File: src/rtl/secure_lock_pkg.sv
// Key codes and FSM state encoding shared by the code authentication engine and its bench.
package secure_lock_pkg;

  localparam logic [3:0] KEY_CLEAR = 4'hC;
  localparam logic [3:0] KEY_ENTER = 4'hD;

  typedef enum logic [2:0] {
    ST_IDLE    = 3'd0,
    ST_ENTRY   = 3'd1,
    ST_CHECK   = 3'd2,
    ST_GRANT   = 3'd3,
    ST_DENY    = 3'd4,
    ST_LOCKOUT = 3'd5
  } state_e;

  function automatic logic is_digit(input logic [3:0] k);
    return (k <= 4'd9);
  endfunction

endpackage

File: src/rtl/auth_timer.sv
// Loadable down-counter that stops at zero; zero_o flags expiry.
module auth_timer #(
  parameter int W = 10
) (
  input  logic         clk,
  input  logic         rst_n,
  input  logic         load_i,
  input  logic [W-1:0] load_val_i,
  input  logic         dec_i,
  output logic         zero_o
);

  logic [W-1:0] cnt_q;

  always_ff @(posedge clk or negedge rst_n) begin
    if (!rst_n) begin
      cnt_q <= '0;
    end else if (load_i) begin
      cnt_q <= load_val_i;
    end else if (dec_i && (cnt_q != '0)) begin
      cnt_q <= cnt_q - 1'b1;
    end
  end

  assign zero_o = (cnt_q == '0);

endmodule

File: src/rtl/code_auth_engine.sv
// Keypad code checker: buffers BCD digits, matches against the rolling user code
// (with a grace window after rotation) or the master code, and locks out after repeated denials.
module code_auth_engine
  import secure_lock_pkg::*;
#(
  parameter int                         DIGITS        = 6,
  parameter int                         MASTER_DIGITS = 8,
  parameter logic [4*MASTER_DIGITS-1:0] MASTER_CODE   = 32'h27168899,
  parameter int                         MAX_FAIL      = 3,
  parameter int                         LOCKOUT_CYC   = 1000,
  parameter int                         TIMEOUT_CYC   = 500,
  parameter int                         GRACE_CYC     = 200
) (
  input  logic                         clk,
  input  logic                         ext_sync_btn,
  input  logic                         key_valid,
  input  logic [3:0]                   key_code,
  input  logic [4*DIGITS-1:0]          user_code,
  input  logic                         code_rotate,
  input  logic                         em_mode,
  output logic                         grant,
  output logic                         master_grant,
  output logic                         deny,
  output logic                         timeout_p,
  output logic                         locked_out,
  output logic [$clog2(MAX_FAIL+1)-1:0] fail_cnt,
  output logic [3:0]                   digit_cnt
);

  localparam int BW   = 4 * MASTER_DIGITS;
  localparam int UW   = 4 * DIGITS;
  localparam int FW   = $clog2(MAX_FAIL + 1);
  localparam int TO_W = $clog2(TIMEOUT_CYC + 1);
  localparam int LK_W = $clog2(LOCKOUT_CYC + 1);
  localparam int GR_W = $clog2(GRACE_CYC + 1);

  localparam logic [TO_W-1:0] TO_LOAD = TO_W'(TIMEOUT_CYC - 1);
  localparam logic [LK_W-1:0] LK_LOAD = LK_W'(LOCKOUT_CYC - 1);
  localparam logic [GR_W-1:0] GR_LOAD = GR_W'(GRACE_CYC);
  localparam logic [3:0]      MD_CNT  = 4'(MASTER_DIGITS);
  localparam logic [3:0]      UD_CNT  = 4'(DIGITS);

  state_e          state_q, state_d;
  logic [BW-1:0]   buf_q, buf_d;
  logic [3:0]      cnt_q, cnt_d;
  logic            ovf_q, ovf_d;
  logic [FW-1:0]   fail_q, fail_d;
  logic            master_q, master_d;
  logic            timeout_q, timeout_d;
  logic [UW-1:0]   prev_q;
  logic [UW-1:0]   snap_q;

  logic to_load, to_dec, to_zero;
  logic lk_load, lk_dec, lk_zero;
  logic gr_zero;
  logic grace_open;
  logic [UW-1:0] prev_eff;
  logic master_match, user_match;

  auth_timer #(.W(TO_W)) u_timeout (
    .clk(clk), .rst_n(ext_sync_btn), .load_i(to_load), .load_val_i(TO_LOAD),
    .dec_i(to_dec), .zero_o(to_zero)
  );

  auth_timer #(.W(LK_W)) u_lockout (
    .clk(clk), .rst_n(ext_sync_btn), .load_i(lk_load), .load_val_i(LK_LOAD),
    .dec_i(lk_dec), .zero_o(lk_zero)
  );

  auth_timer #(.W(GR_W)) u_grace (
    .clk(clk), .rst_n(ext_sync_btn), .load_i(code_rotate), .load_val_i(GR_LOAD),
    .dec_i(1'b1), .zero_o(gr_zero)
  );

  // user_code already carries the new value during the rotate pulse, so the
  // previous code comes from last cycle's snapshot; a rotate in CHECK is seen immediately.
  assign grace_open = code_rotate || !gr_zero;
  assign prev_eff   = code_rotate ? snap_q : prev_q;

  assign master_match = em_mode && (cnt_q == MD_CNT) && !ovf_q && (buf_q == MASTER_CODE);
  assign user_match   = !em_mode && (cnt_q == UD_CNT) && !ovf_q &&
                        ((buf_q[UW-1:0] == user_code) ||
                         (grace_open && (buf_q[UW-1:0] == prev_eff)));

  always_comb begin
    state_d   = state_q;
    buf_d     = buf_q;
    cnt_d     = cnt_q;
    ovf_d     = ovf_q;
    fail_d    = fail_q;
    master_d  = master_q;
    timeout_d = 1'b0;
    to_load   = 1'b0;
    to_dec    = (state_q == ST_ENTRY);
    lk_load   = 1'b0;
    lk_dec    = (state_q == ST_LOCKOUT);

    unique case (state_q)
      ST_IDLE, ST_ENTRY: begin
        if (key_valid && is_digit(key_code)) begin
          to_load = 1'b1;
          state_d = ST_ENTRY;
          if (cnt_q == MD_CNT) begin
            ovf_d = 1'b1;
          end else begin
            buf_d = {buf_q[BW-5:0], key_code};
            cnt_d = cnt_q + 4'd1;
          end
        end else if (key_valid && (key_code == KEY_CLEAR)) begin
          to_load = 1'b1;
          state_d = ST_IDLE;
          buf_d   = '0;
          cnt_d   = '0;
          ovf_d   = 1'b0;
        end else if (key_valid && (key_code == KEY_ENTER) && (cnt_q != 4'd0)) begin
          state_d = ST_CHECK;
        end else if ((state_q == ST_ENTRY) && to_zero) begin
          timeout_d = 1'b1;
          state_d   = ST_IDLE;
          buf_d     = '0;
          cnt_d     = '0;
          ovf_d     = 1'b0;
        end
      end
      ST_CHECK: begin
        master_d = master_match;
        state_d  = (master_match || user_match) ? ST_GRANT : ST_DENY;
      end
      ST_GRANT: begin
        state_d  = ST_IDLE;
        fail_d   = '0;
        buf_d    = '0;
        cnt_d    = '0;
        ovf_d    = 1'b0;
        master_d = 1'b0;
      end
      ST_DENY: begin
        fail_d = fail_q + 1'b1;
        buf_d  = '0;
        cnt_d  = '0;
        ovf_d  = 1'b0;
        if ((int'(fail_q) + 1) >= MAX_FAIL) begin
          state_d = ST_LOCKOUT;
          lk_load = 1'b1;
        end else begin
          state_d = ST_IDLE;
        end
      end
      ST_LOCKOUT: begin
        if (lk_zero) begin
          state_d = ST_IDLE;
          fail_d  = '0;
        end
      end
      default: state_d = ST_IDLE;
    endcase
  end

  always_ff @(posedge clk or negedge ext_sync_btn) begin
    if (!ext_sync_btn) begin
      state_q   <= ST_IDLE;
      buf_q     <= '0;
      cnt_q     <= '0;
      ovf_q     <= 1'b0;
      fail_q    <= '0;
      master_q  <= 1'b0;
      timeout_q <= 1'b0;
      prev_q    <= '0;
      snap_q    <= '0;
    end else begin
      state_q   <= state_d;
      buf_q     <= buf_d;
      cnt_q     <= cnt_d;
      ovf_q     <= ovf_d;
      fail_q    <= fail_d;
      master_q  <= master_d;
      timeout_q <= timeout_d;
      snap_q    <= user_code;
      if (code_rotate) begin
        prev_q <= snap_q;
      end
    end
  end

  assign grant        = (state_q == ST_GRANT) && !master_q;
  assign master_grant = (state_q == ST_GRANT) && master_q;
  assign deny         = (state_q == ST_DENY);
  assign locked_out   = (state_q == ST_LOCKOUT);
  assign timeout_p    = timeout_q;
  assign fail_cnt     = fail_q;
  assign digit_cnt    = cnt_q;

endmodule
File: config.mk
export PLATFORM = sky130hd
export DESIGN_NAME = code_auth_engine
export DESIGN_NICKNAME = d
export VERILOG_FILES = /design/src/rtl/secure_lock_pkg.sv /design/src/rtl/auth_timer.sv /design/src/rtl/code_auth_engine.sv
export SDC_FILE = /design/constraint.sdc
export NUM_CORES = 1
export LEC_CHECK = 0
export ABC_AREA = 1
export BUFFER_PORTS_ARGS = -buffer_cell sky130_fd_sc_hd__buf_4
export CORE_MARGIN = 8
export CORE_UTILIZATION = 29
export DETAILED_ROUTE_END_ITERATION = 8
export SLEW_MARGIN = 20
export SYNTH_ARGS = -nofsm -noshare
export SYNTH_HDL_FRONTEND = slang
export SYNTH_SLANG_ARGS = --single-unit
File: constraint.sdc
create_clock -name clk -period 1.91 [get_ports clk]
set_input_delay 0.2865 -clock clk [delete_from_list [all_inputs] [get_ports clk]]
set_output_delay 0.2865 -clock clk [all_outputs]
set_load 0.01 [all_outputs]
Yosys cells after proc, flatten, opt, wreduce, memory -nomap -nowiden
Cells that the tools add are included.
- flip-flop bits (word level): 119
- output and inout bits: 11
- logic and storage cells: 127
- $add $sub $neg: 6
- order comparisons: 2
- equal/unequal tests: 18
- multiplexer cells: 46
- reduce and logical (&&, ||, !) cells: 43
- operators by type and width (cell ; count):
    32-bit two-way mux ; 5
    32-bit case mux with 2 select lines ; 1
    24-bit equality test ; 2
    32-bit by 30-bit equality test with 1-bit output (second input constant) ; 1
    24-bit two-way mux ; 1
    3-bit two-way mux ; 7
    10-bit two-way mux ; 2
    4-bit two-way mux ; 5
    9-bit two-way mux ; 2
    1-bit logical AND ; 16
    8-bit two-way mux ; 2
    1-bit two-way mux ; 15
    4-bit equality test (second input constant) ; 3
    3-bit case mux with 4 select lines ; 1
    10-bit zero test ; 1
    10-bit nonzero test ; 1
    2-bit nonzero test ; 5
    10-bit by 1-bit subtractor with 10-bit output (second input constant) ; 1
    9-bit zero test ; 1
    9-bit nonzero test ; 1
    9-bit by 1-bit subtractor with 9-bit output (second input constant) ; 1
    8-bit zero test ; 1
    4-bit inequality test (second input constant) ; 2
    4-bit case mux with 2 select lines ; 1
    25 further kinds ; 37

Logic depth before layout (Yosys ltp)
- word-level depth: 9
- mapped depth: 18

Hierarchy
Synthesis repeated with hierarchy kept, for this count alone.
- cells, all modules: 867
- area, all modules: 6459.9 um^2
- modules (own cells, without submodules) (module ; times used ; cells an instance ; area an instance (um^2) ; seq. area each (um^2)):
    code_auth_engine ; 1 ; 560 ; 4453.0 ; 2302.2
    auth_timer (u_lockout) ; 1 ; 115 ; 750.7 ; 250.2
    auth_timer (u_timeout) ; 1 ; 99 ; 659.4 ; 225.2
    auth_timer (u_grace) ; 1 ; 93 ; 596.8 ; 200.2

Worst setup path after synthesis
Ideal clock, no wire load.
- kind: flip-flop to flip-flop
- start: reg u_timeout.cnt_q[0]
- end: reg buf_q[0]
- arrival: 1.634 ns
- data required time: 1.783 ns
- slack: 0.149 ns
- stages on the path, launching flop included: 15
- path buffers: 1
- period minus slack after synthesis: 1.761 ns
- path through: dfrtp_1 -> inv_1 -> ha_1 -> nand2_1 -> nor2_1 -> nand2_1 -> nor2_2 -> nand2_1 -> nand3_1 -> nand2_1 -> inv_2 -> nand2_8 -> inv_6 -> buf_12 -> o22ai_2
- cells in the longest elaborated chain, start to end: 4
- ends and longest elaborated chain (what ; RTL line ; text):
    from (decl) ; auth_timer.sv:13 ; logic [W-1:0] cnt_q;
    from (signal assigned) ; auth_timer.sv:19 ; cnt_q <= load_val_i;
    from (signal assigned) ; auth_timer.sv:21 ; cnt_q <= cnt_q - 1'b1;
    9-bit zero test ; auth_timer.sv:25 ; assign zero_o = (cnt_q == '0);
    1-bit logical AND ; code_auth_engine.sv:117 ; end else if ((state_q == ST_ENTRY) && to_zero) begin
    4-bit inequality test (no source line) ; -- ;
    4-bit AND reduction (no source line) ; -- ;
    to (signal assigned) ; code_auth_engine.sv:172 ; buf_q <= buf_d;
    to (decl) ; code_auth_engine.sv:44 ; logic [BW-1:0] buf_q, buf_d;
No other way between the ends.
A chain may end at the register's enable or synchronous reset.

Final worst setup path
- start: reg u_timeout.cnt_q[1]
- end: reg cnt_q[3] (netlist: digit_cnt[3])
- cells in the longest elaborated chain, start to end: 4
- ends and longest elaborated chain (what ; RTL line ; text):
    9-bit zero test ; auth_timer.sv:25 ;
    1-bit logical AND ; code_auth_engine.sv:117 ;
    4-bit inequality test (no source line) ; -- ;
    4-bit AND reduction (no source line) ; -- ;
    to (signal assigned) ; code_auth_engine.sv:173 ; cnt_q <= cnt_d;
    to (decl) ; code_auth_engine.sv:45 ; logic [3:0] cnt_q, cnt_d;
No other way between the ends.

==> results_dict.tcl <==
set metrics [dict create \
    outcome "completed" \
    clock_latency_ns 0.41 \
    yosysMostFrequentCell "nand2_1" \
    numClockSinks 119 \
    synth_ff_type "dfrtp_1" \
    clockBufferDepth 2 \
    timing.hold.ws_ns 0.0188 \
    dieWidth_um 157 \
    clk_pin_slew_ns 0.06 \
    n_antenna_cell 0 \
    worstPathArrival_ns 2.16 \
    min_period_ns 1.82 \
    synthArstFlopShare_pct 100 \
    leakagePower_nw 3.54 \
    critical-path-slowest-cell "dfrtp_1" \
    synth_sequential_area_ratio_pct 51.5 \
    rows 51 \
    slowest_delay_ns 0.38 \
    synth_top_area_share_pct 51.5 \
    n_fill_cell 1997 \
    finalSetupViolCount 0 \
    start_kind "flop" \
    powerDensity_nw_per_um2 1240 \
    crit_buf_inv 3 \
    cts_root_buf "clkbuf_16" \
    drtIter0Drc 211 \
    grt_antenna_before_repair 0 \
    syn_inst 660 \
    syn-mean-instance-area_um2 8.76 \
    grt_overflow 0 \
    ant_nets 0 \
    p_sw_share_pct 33.9 \
    max_freq_mhz 551 \
    drt_first_pass_iters 4 \
    r2r_slack_ns 0.09 \
    cts_tree "built" \
    cts_buffers 17 \
    switchingPower_mw 3.12 \
    synthTopCellsByCount "167 x nand2_1, 119 x dfrtp_1, 89 x inv_1" \
    nets 803 \
    drv_slew 0 \
    die-area_um2 24700 \
    io-pin-count 44 \
    p_seq_share_pct 36.9 \
    yosys.cell_types.count 36 \
    coreArea_um2 19500 \
    end_kind "flop" \
    groute.usage.overall_pct 11.8 \
    place_congestion 0.796 \
    synth_nets 702 \
    first_global_vias 4709 \
    vias_per_cell 4.47 \
    fin_skew_ns 0.00862 \
    rsz0062_at_grt "true" \
    yosys.area.top_type "dfrtp_1" \
    tightest_slew_ns 0.564 \
    synth_seq_cells 119 \
    clkPwrFrac_pct 32.8 \
    ir_drop_mv 0.757 \
    fin_crit_sh_pct 95.1 \
    cpMostUsedCell "nand2_1" \
    hold_viol 0 \
    num_vias 4639 \
    crit_required_ns 2.26 \
    path_cells "inv_2, ha_4, nand2_4, nor2_4, nand2_2, nor2_2, nand2_1, nand3_1, nand2_1, inv_2, nand2_8, buf_6, o21ai_2, nand2_1, nor2_1" \
    synth_area_leaders "dfrtp_1 51%, nand2_1 11%, inv_1 5.8%" \
    synthToLayoutAreaGrowth_pct 28.6 \
    grt_pass1_wl_mm 23.1 \
    synth_edf_count 0 \
    hp-class "input pin to flop" \
    synth_warnings 0 \
    dp_slack_ns -0.00677 \
    drt-total-wl_mm 13.8 \
    cap_violations 0 \
    syn_area_um2 5780 \
    grt_max_degree 42 \
    worst_slack_ns 0.0943 \
    hpwl_mm 9.99 \
    port_buffers 43 \
    crit_family "simple AND/OR/NAND/NOR gates" \
    ctsHtreeMaxLevel 4 \
    internal_power_mw 6.08 \
    start_util_pct 29.6 \
    drc_errors 0 \
    max_slew_margin_pct 61.9 \
    die_y_um 157 \
    combPwrFrac_pct 30.2 \
    cp_max_fo 5 \
    routedWlPerCell_um 13.3 \
    drive_above_1_share_pct 19.7 \
    crit_type "flop to flop" \
]
layer usage:
metal / global-route usage, % / routed length [um] / vias to the layer above
li1: - / - / 2354
met1: 15.0 / 6580 / 2212
met2: 19.2 / 6620 / 58
met3: 2.71 / 350 / 15
met4: 4.44 / 226 / 0
met5: 0 / 0 / -
through the flow:
step / cell area [um2] / util [%] / total power, mW / std cells / TNS, ns
final: 7440 / 38.1 / 9.20 / 1037 / 0
after global routing: 7440 / 38.1 / 9.79 / 1037 / -0.614
after CTS: 7340 / 37.6 / 9.17 / 1033 / 0
after detailed placement: 6570 / 33.6 / 6.06 / 981 / -0.00677
after global placement: 6570 / 33.6 / 6.03 / 981 / 0
after floorplan: 5780 / - / 5.29 / 660 / 0
layout by cell type (no fill, tap or decap), types with 7 or more instances in the layout:
cell,count
dlygate4sd3_1,23
ha_1,8
clkbuf_16,17
nand4_1,15
nor3_1,7
nand3_1,56
nor2_1,35
nand2_2,7
inv_2,7
o22ai_1,17
buf_4,66
o21ai_0,29
inv_1,86
nand2_1,163
a21oi_1,21
xnor2_1,24
dfrtp_1,118
o22ai_2,12
final cells by class:
type,instances,area [um2],area share [%]
clock buffer,21,450,6.06
sequential,119,2980,40.1
tap,265,332,4.46
timing repair buffer,95,837,11.3
clock inverter,9,103,1.38
inverter,95,367,4.93
multi-input combinational,433,2370,31.9
cell families after synthesis:
group | count (synthesis) | share of synthesized area (%)
AO/OA/AOI/OAI | 93 | 10.8
XOR/XNOR | 26 | 3.94
adder cells (fa/ha/maj) | 9 | 1.95
flip-flops | 119 | 51.5
buffers and inverters | 108 | 8.50
AND/OR/NAND/NOR | 305 | 23.3
path summary, 6_finish.rpt:
check | from | to | depth (start not counted)
setup / recovery | u_timeout.cnt_q[1] | digit_cnt[3] | 15
hold / removal | user_code[6] | snap_q[6] | 1
setup reg to reg | u_timeout.cnt_q[1] | digit_cnt[3] | 15
hold reg to reg | u_timeout.cnt_q[8] | timeout_p | 1
max in group asynchronous | ext_sync_btn | buf_q[3] | 3
min in group asynchronous | ext_sync_btn | snap_q[12] | 2
power by group through the flow:
stage	Sequential [mW]	Clock, mW	Combinational [mW]
floorplan	3.37	0	1.92
global placement	3.42	0	2.61
detailed placement	3.42	0	2.64
CTS	3.39	3.07	2.70
global route	3.47	3.18	3.13
finish	3.40	3.02	2.78
flip-flops by register name, indices dropped and copies added (netlist names), 3 cells and up:
register and cells:
state_q 3, snap_q 24, prev_q 24, digit_cnt 4
buf_q 32, u_timeout.cnt_q 9, u_grace.cnt_q 8, u_lockout.cnt_q 10
repair_timing:
item	CTS	global route
gates cloned	0	0
endpoints found under the hold margin	52	1
resized for setup	1	21
setup endpoints to repair	6	44
buffers inserted	0	3
pin swaps	0	7
hold buffers	22	1
No activity file was read; power rests on OpenSTA's default activity.
